===== src/rtl/logic_unit_pipe.sv =====
// -----------------------------------------------------------------------------
// logic_unit_pipe
//   Registered bitwise logic unit with a single-stage valid/ready output
//   register, zero/parity flags on the held result and a saturating count of
//   completed output handshakes.
//
// Ports
//   clk, rst             rising-edge clock, asynchronous active-high reset
//   in_valid / in_ready  operand stream handshake (in_ready is combinational)
//   in_op, in_a, in_b    opcode and WIDTH-bit operands, sampled on accept
//   out_valid/out_ready  result stream handshake
//   out_y                registered result
//   out_zero, out_parity registered flags of out_y
//   clr_count            synchronous clear of txn_count (wins over an emit)
//   txn_count            saturating count of output handshakes
// -----------------------------------------------------------------------------
module logic_unit_pipe #(
    parameter int unsigned WIDTH = 8,
    parameter int unsigned CNT_W = 16
) (
    input  logic             clk,
    input  logic             rst,
    input  logic             in_valid,
    output logic             in_ready,
    input  logic [2:0]       in_op,
    input  logic [WIDTH-1:0] in_a,
    input  logic [WIDTH-1:0] in_b,
    output logic             out_valid,
    input  logic             out_ready,
    output logic [WIDTH-1:0] out_y,
    output logic             out_zero,
    output logic             out_parity,
    input  logic             clr_count,
    output logic [CNT_W-1:0] txn_count
);

    localparam logic [CNT_W-1:0] CNT_MAX = '1;

    typedef enum logic {
        S_EMPTY = 1'b0,
        S_FULL  = 1'b1
    } state_t;

    state_t           state_q, state_d;
    logic [WIDTH-1:0] y_q, y_d;
    logic             zero_q, zero_d;
    logic             parity_q, parity_d;
    logic [CNT_W-1:0] cnt_q, cnt_d;

    logic [WIDTH-1:0] res_c;
    logic             accept_c;
    logic             emit_c;

    // Bitwise operation selected by the opcode
    always_comb begin
        res_c = '0;
        unique case (in_op)
            3'd0: res_c = ~in_a;
            3'd1: res_c = in_a & in_b;
            3'd2: res_c = in_a | in_b;
            3'd3: res_c = ~(in_a & in_b);
            3'd4: res_c = ~(in_a | in_b);
            3'd5: res_c = in_a ^ in_b;
            3'd6: res_c = ~(in_a ^ in_b);
            3'd7: res_c = in_a;
            default: res_c = '0;
        endcase
    end

    // A slot is free when empty or when the held result leaves this cycle
    assign in_ready  = (state_q == S_EMPTY) || out_ready;
    assign out_valid = (state_q == S_FULL);
    assign accept_c  = in_valid && in_ready;
    assign emit_c    = out_valid && out_ready;

    // Next-state, result capture and counter update
    always_comb begin
        state_d  = state_q;
        y_d      = y_q;
        zero_d   = zero_q;
        parity_d = parity_q;
        cnt_d    = cnt_q;

        unique case (state_q)
            S_EMPTY: if (accept_c) state_d = S_FULL;
            S_FULL:  if (emit_c && !accept_c) state_d = S_EMPTY;
            default: state_d = S_EMPTY;
        endcase

        // Result and flags only change on accept; an emit alone keeps them
        if (accept_c) begin
            y_d      = res_c;
            zero_d   = (res_c == '0);
            parity_d = ^res_c;
        end

        if (clr_count) begin
            cnt_d = '0;
        end else if (emit_c && (cnt_q != CNT_MAX)) begin
            cnt_d = cnt_q + CNT_W'(1);
        end
    end

    // State and datapath registers
    always_ff @(posedge clk or posedge rst) begin
        if (rst) begin
            state_q  <= S_EMPTY;
            y_q      <= '0;
            zero_q   <= 1'b0;
            parity_q <= 1'b0;
            cnt_q    <= '0;
        end else begin
            state_q  <= state_d;
            y_q      <= y_d;
            zero_q   <= zero_d;
            parity_q <= parity_d;
            cnt_q    <= cnt_d;
        end
    end

    assign out_y      = y_q;
    assign out_zero   = zero_q;
    assign out_parity = parity_q;
    assign txn_count  = cnt_q;

endmodule


===== config.mk =====
export PLATFORM = sky130hd
export DESIGN_NAME = logic_unit_pipe
export DESIGN_NICKNAME = d
export VERILOG_FILES = /design/src/rtl/logic_unit_pipe.sv
export SDC_FILE = /design/constraint.sdc
export NUM_CORES = 1
export LEC_CHECK = 0
export ABC_AREA = 1
export ABC_CLOCK_PERIOD_IN_PS = 3100
export CAP_MARGIN = 20
export CORE_ASPECT_RATIO = 0.8
export CORE_MARGIN = 5
export CORE_UTILIZATION = 30
export CTS_CLUSTER_SIZE = 8
export DETAILED_ROUTE_END_ITERATION = 8
export GPL_TIMING_DRIVEN = 0
export PLACE_DENSITY_LB_ADDON = 0.12
export SYNTH_ARGS = -nofsm -noshare
export SYNTH_HDL_FRONTEND = slang
export SYNTH_SLANG_ARGS = --single-unit

===== constraint.sdc =====
create_clock -name clk -period 3.1 [get_ports clk]
set_input_delay 0.31 -clock clk [delete_from_list [all_inputs] [get_ports clk]]
set_output_delay 0.31 -clock clk [all_outputs]
set_load 0.01 [all_outputs]

Word level (Yosys, flattened, before mapping). Index checks and enable logic that the tools add are counted.

Input bits: 24. Output and inout bits: 28. Register bits: 27.

Bitwise operators: 8. Muxes and demuxes: 6. $add $sub $neg: 1. Equality and inequality tests: 8. Reductions and logical operators: 10.

Operator list (number): $pmux 8 s8 (1); $mux 16 (2); $not 8->8 (4); $add 16x1->16 const B (1); $ne 16x16->1 const B (1); $eq 3x3->1 const B (4); $and 8x8->8 (1); $logic_not 8->1 (1); $or 8x8->8 (1); $reduce_xor 8->1 (1); $xor 8x8->8 (1); $eq 3x2->1 const B (2); $logic_and 1x1->1 (4); $eq 3x1->1 const B (1); $logic_not 3->1 (1); $mux 1 (2); $pmux 1 s2 (1); $reduce_bool 2->1 (1); $logic_not 1->1 (1); $logic_or 1x1->1 (1); $not 1->1 (1).

Logic depth before layout (Yosys ltp). Gate-level depths: netlist (run 1).

Depth after elaboration: 7. Mapped depth: 12.

Least setup slack after synthesis (run 1). Ideal clock, no wire load.

Path type: input-to-reg. Start point: input port in_op[0]. End point: register parity_q, in the netlist out_parity. Buffers on the path: 1. Data arrival time: 1735 ps. Stages: 12. Path slack: 1238 ps. Path through: buf_2 > inv_2 > nor3_1 > nand2_1 > nand2_1 > nor2_1 > nand3_1 > inv_1 > ha_1 > xnor2_1 > xnor2_1 > o21ai_0.

Word-level cells in the longest chain between the ends: 3.

RTL lines: start, declared (line 25) `input logic [2:0] in_op,`; $eq 3x3->1, or another cell as far along (line 57) `unique case (in_op)`; $pmux 8 s8 * (line 57); $reduce_xor 8->1 * (line 94) `parity_d = ^res_c;`; end signal, assigned (line 116) `parity_q <= parity_d;`; end, declared (line 47) `logic parity_q, parity_d;`.

Every way passes the cells marked *; elsewhere a longest branch is shown, timed or not. A chain may end at the register's enable or synchronous reset.

Final worst setup path (run 1).
Start point: input port in_op[2]. End point: register parity_q, in the netlist out_parity.

The elaborated chain is that of the path after synthesis.

==> results of run 1 <==
state kept, by name, indices dropped and copies added (netlist names):
register	flops
out_parity	1
out_valid	1
out_y	8
out_zero	1
txn_count	16
final cells by class:
| cell class | instances | area [um^2] | area share, % |
|---|---|---|---|
| multi-input combinational | 284 | 1480 | 47.5 |
| sequential | 27 | 676 | 21.7 |
| timing repair buffer | 51 | 528 | 17.0 |
| tap | 108 | 135 | 4.34 |
| inverter | 54 | 203 | 6.51 |
| buffer | 9 | 48.8 | 1.57 |
| clock buffer | 4 | 45.0 | 1.45 |
final timing paths:
path / from / end / cells past startpoint / slack [ns]
worst min-delay path: rst / txn_count[2]$_DFFE_PP0P_ / 2 / 0.38
worst max-delay path: in_op[2] / out_parity$_DFFE_PP0P_ / 11 / 0.61
min in group clk: out_y[2]$_DFFE_PP0P_ / out_y[2]$_DFFE_PP0P_ / 2 / 0.50
worst min register to register: out_y[2]$_DFFE_PP0P_ / out_y[2]$_DFFE_PP0P_ / 2 / 0.50
max in group asynchronous: rst / out_y[4]$_DFFE_PP0P_ / 3 / 2.25
worst max register to register: txn_count[0]$_DFFE_PP0P_ / txn_count[15]$_DFFE_PP0P_ / 9 / 1.34
cell families (layout without fill, tap and decap cells):
logic type	Yosys count	after routing
XOR/XNOR	8	8
AO/OA/AOI/OAI	25	25
buffers and inverters	63	118
adder cells (fa/ha/maj)	21	21
flip-flops	27	27
AND/OR/NAND/NOR	230	230
worst reg2reg max path: stages, from the launching register on:
cell and delay [ns]:
dfrtp_1 0.45, ha_1 0.30, nand3_2 0.13, inv_2 0.04
nand2_2 0.09, nor2_4 0.05, nor2_4 0.18, buf_2 0.27
nand4_1 0.12, nand2_1 0.07
stage by stage:
step           instances  util, %  cell area, um^2  total power [mW]
4_1_cts              537     39.5             3110             0.949
3_5_place_dp         533     39.0             3070             0.734
3_3_place_gp         532     38.6             3040             0.729
5_1_grt              537     39.5             3110              1.00
2_1_floorplan        374        -             2400             0.584
6_report             537     39.5             3110             0.929
power by group:
group	switching [mW]	leakage (nW)	total (mW)	internal (mW)
logic	0.169	1.17	0.324	0.155
clock network	0.111	0.0228	0.204	0.0922
registers	0.0209	0.360	0.401	0.380
total	0.301	1.55	0.929	0.627
per-layer routing:
layer	wire length [um]	part of all wire (%)	track usage [%]
met4	24	0.36	2.15
met2	2590	39	18.8
met3	386	5.8	2.58
met1	3630	55	23.0
met5	0	0	0
synth_stat cells:
cell / count
nand2_1: 122
inv_1: 51
nor2_1: 41
nand3_1: 29
dfrtp_1: 27
nand4_1: 26
ha_1: 21
o21ai_0: 19
buf_2: 6
xor2_1: 5
o21ai_1: 4
inv_2: 3
nor2_4: 3
xnor2_1: 3
clkbuf_1: 2
nand2_2: 2
nand3b_1: 2
nor2_2: 2
o21bai_1: 2
buf_6: 1
nand3_2: 1
nor3_1: 1
or2_2: 1
==> flow_summary.ini, run 1 <==
[floorplanning]
die_y_um = 90.1
core_area_um2 = 7870
rows = 29
die_w_um = 110
die_area_um2 = 9920
ioPinCount = 52
start_util_pct = 30.5

[sta]
final.period_utilization_pct = 80.4
maxSlewHeadroom_pct = 57.8
maxClockFrequency_ghz = 0.401
skew_ns = 0.00890
fin_ws_ns = 0.607
tightest_slew_ns = 0.630
setup-violations-final = 0
hold_viol_final = 0
fin_tns_setup_ns = 0
grt_setup_unrepaired = no
drv_slew = 0
whs_ns = 0.382
min_period_ns = 2.49

[worst_setup_path]
crit_type = in -> reg
worst-path-buf-inv = 2
slowest_delay_ns = 0.52
crit_family = buffers and inverters
critPathLaunchType = input pin
cp.arrival_ns = 2.64
slowest_stage = clkdlybuf4s50_1
crit_chain = clkdlybuf4s50_1 > buf_2 > nand3_1 > o21ai_0 > nor2_1 > nand2_1 > nand2_1 > ha_1 > xnor2_1 > xnor2_1 > o21ai_0
endpoint_kind = register
cp.required_ns = 3.25
path_max_fanout = 10

[cts]
clk_latency_ns = 0.28
hold_buffers = 0
clk_pin_slew_ns = 0.10
cts_buffers = 3
root_buffer = clkbuf_8
cts_buffer_depth = 2
cts_sinks = 27
cts_tree = built
cts_resized = 0
cts_setup_buffers = 0
cts-htree-levels = 1

[logic_synthesis]
synth_fa_ha_area_share_pct = 10.9
yosysTopAreaCell = dfrtp_1
synth.distinct_cells = 23
synth_xor_xnor_area_share_pct = 2.91
synth.avg_cell_area_um2 = 6.43
synth-seq-area-share_pct = 28.1
synth_cells = 374
synth-compound-area-share_pct = 5.41
yosys.area_share.simple_pct = 42.2
synth_seq_cells = 27
yosys_warnings = 0
muxShareOfSynthArea_pct = 0
synth_nets = 419
synth_area_leaders = dfrtp_1 (28%), nand2_1 (19%), ha_1 (11%)
synth_top_family_by_area = simple AND/OR/NAND/NOR gates
synth_area_um2 = 2400
synth_top_area_share_pct = 28.1

[global_routing]
overflow = 0
grt_max_degree = 18
grt_usage_pct = 14.0
antenna_found_initial = 0
grt_pass1_vias = 2336
grt_pass1_wl_um = 11400

[detailed_routing]
num_vias = 2518
via_per_inst = 4.69
firstDrtPassIters = 4
final_antenna_net_count = 0
drt-total-wl_um = 6640
wl_per_cell_um = 12.4
drt_iter0_markers = 89
route.detailed.drc = 0

[pwr]
leakagePower_nw = 1.55
power-per-cell-area_nw_per_um2 = 298
ir_drop_uv = 223

[cells_and_area]
diodes = 0
syn_to_final_growth_pct = 29.4
fill_cells = 854
nets = 475
final_common_cell = nand2_1
drive_above_1_share_pct = 5.36
layout_common_cells = nand2_1 (122), inv_1 (51), clkdlybuf4s50_1 (50), nor2_1 (41), nand3_1 (29)

[place]
portBuffers = 50
place_congestion = 0.822
pre_cts_ws_ns = 0.302
hpwl_um = 5400

[run_status]
status = complete, no violations

[hold_path]
min_path_type = in -> async

[run]
maxCapViolations = 0
Power figures use the tool's default switching activity.
==> run 2: changes to the inputs <==
- ABC_CLOCK_PERIOD_IN_PS: 3100 -> 2400
- clock period: 3.1 -> 2.4 ns (I/O delays scaled with it)
==> run 2 against run 1 <==
  * Via count shrank 0.52%
  * Highest routed layer unchanged
  * Register-to-register slack lost 0.70 ns
  * Routed wire length grew 0.77%
==> flow_summary.ini, run 2 (synthesis gave the netlist of run 1 again) <==
[global_routing]
grt_pass1_vias = 2336
antenna_found_initial = 0
gr-usage-met1_pct = 23.0
grt_max_degree = 18
grt_util_met2_pct = 18.8
grt_usage_pct = 14.0
grt_util_met3_pct = 2.58
busiest_layer = met1
grt_pass1_wl_um = 11400
overflow = 0

[pwr]
p_total_mw = 1.21
ir_drop_uv = 289
switching_share_pct = 32.7
power.switching_mw = 0.395
pwr-share-seq_pct = 42.9
clkPwrFrac_pct = 21.8
p_int_mw = 0.814
leakagePower_nw = 1.56
power-per-cell-area_nw_per_um2 = 382
combPwrFrac_pct = 35.3

[cells_and_area]
largest_register_ffs = 16
final_common_cell = nand2_1
drive_above_1_share_pct = 6.99
layout_common_cells = nand2_1 (120), inv_1 (51), clkdlybuf4s50_1 (50), nor2_1 (39)
diodes = 0
syn_to_final_growth_pct = 31.4
utilization_pct = 40.1
nets = 475

[cts]
clk_pin_slew_ns = 0.10
hold_buffers = 0
cts-htree-levels = 1
cts_buffer_depth = 2
cts_sinks = 27
cts_tree = built
clk_latency_ns = 0.28
root_buffer = clkbuf_8
cts_buffers = 3

[worst_setup_path]
slowest_delay_ns = 0.51
crit_chain = clkdlybuf4s50_1 > clkbuf_4 > nand3_2 > o21ai_0 > nor2_1 > nand2_1 > nand2_1 > ha_1 > xnor2_1 > xnor2_1 > o21ai_0
slowest_stage = clkdlybuf4s50_1
endpoint_kind = register
cp.required_ns = 2.55
crit_family = buffers and inverters
worst-path-buf-inv = 2
cp.arrival_ns = 2.40
crit_type = in -> reg
critPathLaunchType = input pin
path_max_fanout = 10

[detailed_routing]
via_per_inst = 4.66
firstDrtPassIters = 4
drt_iter0_markers = 107
final_antenna_net_count = 0
wl_per_cell_um = 12.5
route.detailed.drc = 0
drt-total-wl_um = 6690
num_vias = 2505

[sta]
final.period_utilization_pct = 93.9
maxClockFrequency_ghz = 0.444
hold_viol_final = 0
tightest_slew_ns = 0.524
min_period_ns = 2.25
setup-violations-final = 0
fin_tns_setup_ns = 0
drv_slew = 0
grt_setup_unrepaired = no
maxSlewHeadroom_pct = 65.0
fin_ws_ns = 0.147
skew_ns = 0.00907

[floorplanning]
die_y_um = 90.1
core_area_um2 = 7870
ioPinCount = 52
die_area_um2 = 9920
die_w_um = 110
rows = 29
start_util_pct = 30.5

[hold_path]
min_path_type = in -> async

[place]
portBuffers = 50
pre_cts_ws_ns = -0.328
hpwl_um = 5400
place_congestion = 0.822

[run_status]
status = complete, no violations

[run]
maxCapViolations = 0
## run 2: cell count changes in the layout (fill, tap and decap cells not counted), sizes merged
cell,delta
buf,-2
clkbuf,+2
## run 2: final cells by class
type                       instances  area (um^2)
tap                              108          135
timing repair buffer              51          528
sequential                        27          676
fill                             852         4710
multi-input combinational        284         1510
clock buffer                       4         45.0
inverter                          54          203
buffer                             9         60.1
## run 2: worst paths after layout
path,startpoint,cells after the start,slack [ns],to
worst min-delay path,rst,2,0.31,txn_count[2]$_DFFE_PP0P_
worst min register to register,out_y[2]$_DFFE_PP0P_,2,0.50,out_y[2]$_DFFE_PP0P_
min in group clk,out_y[2]$_DFFE_PP0P_,2,0.50,out_y[2]$_DFFE_PP0P_
worst max-delay path,in_op[1],11,0.15,out_parity$_DFFE_PP0P_
max in group asynchronous,rst,3,1.62,out_y[4]$_DFFE_PP0P_
worst max register to register,txn_count[0]$_DFFE_PP0P_,9,0.64,txn_count[15]$_DFFE_PP0P_
## run 2: layer usage
layer | part of all wire, % | up-vias | wire (um)
met2 | 39 | 69 | 2600
met4 | 0.36 | 0 | 24
met5 | 0 | - | 0
li1 | - | 1309 | -
met3 | 6.3 | 2 | 422
met1 | 54 | 1125 | 3640
## run 2: through the flow
| step | std cells | instance area, um^2 | hold slack (ns) |
|---|---|---|---|
| final | 537 | 3160 | 0.312 |
| after global routing | 537 | 3160 | 0.352 |
| after CTS | 537 | 3120 | 0.324 |
| after detailed placement | 533 | 3070 | 0.466 |
| after global placement | 532 | 3040 | 0.469 |
| after floorplan | 374 | 2400 | 0.293 |
## run 2: timing repair
| item | 4_1_cts | 5_1_grt |
|---|---|---|
| cloned | 0 | 0 |
| buffers inserted | 0 | 0 |
| endpoints found under the setup margin | 1 | 1 |
| gates resized for setup | 1 | 13 |
## run 2: power by group through the flow
stage | Sequential (mW) | Combinational [mW] | Clock, mW
after global routing | 0.524 | 0.483 | 0.298
final | 0.518 | 0.427 | 0.263
after global placement | 0.529 | 0.413 | 0
after detailed placement | 0.526 | 0.421 | 0
after floorplan | 0.538 | 0.216 | 0
after CTS | 0.519 | 0.426 | 0.282
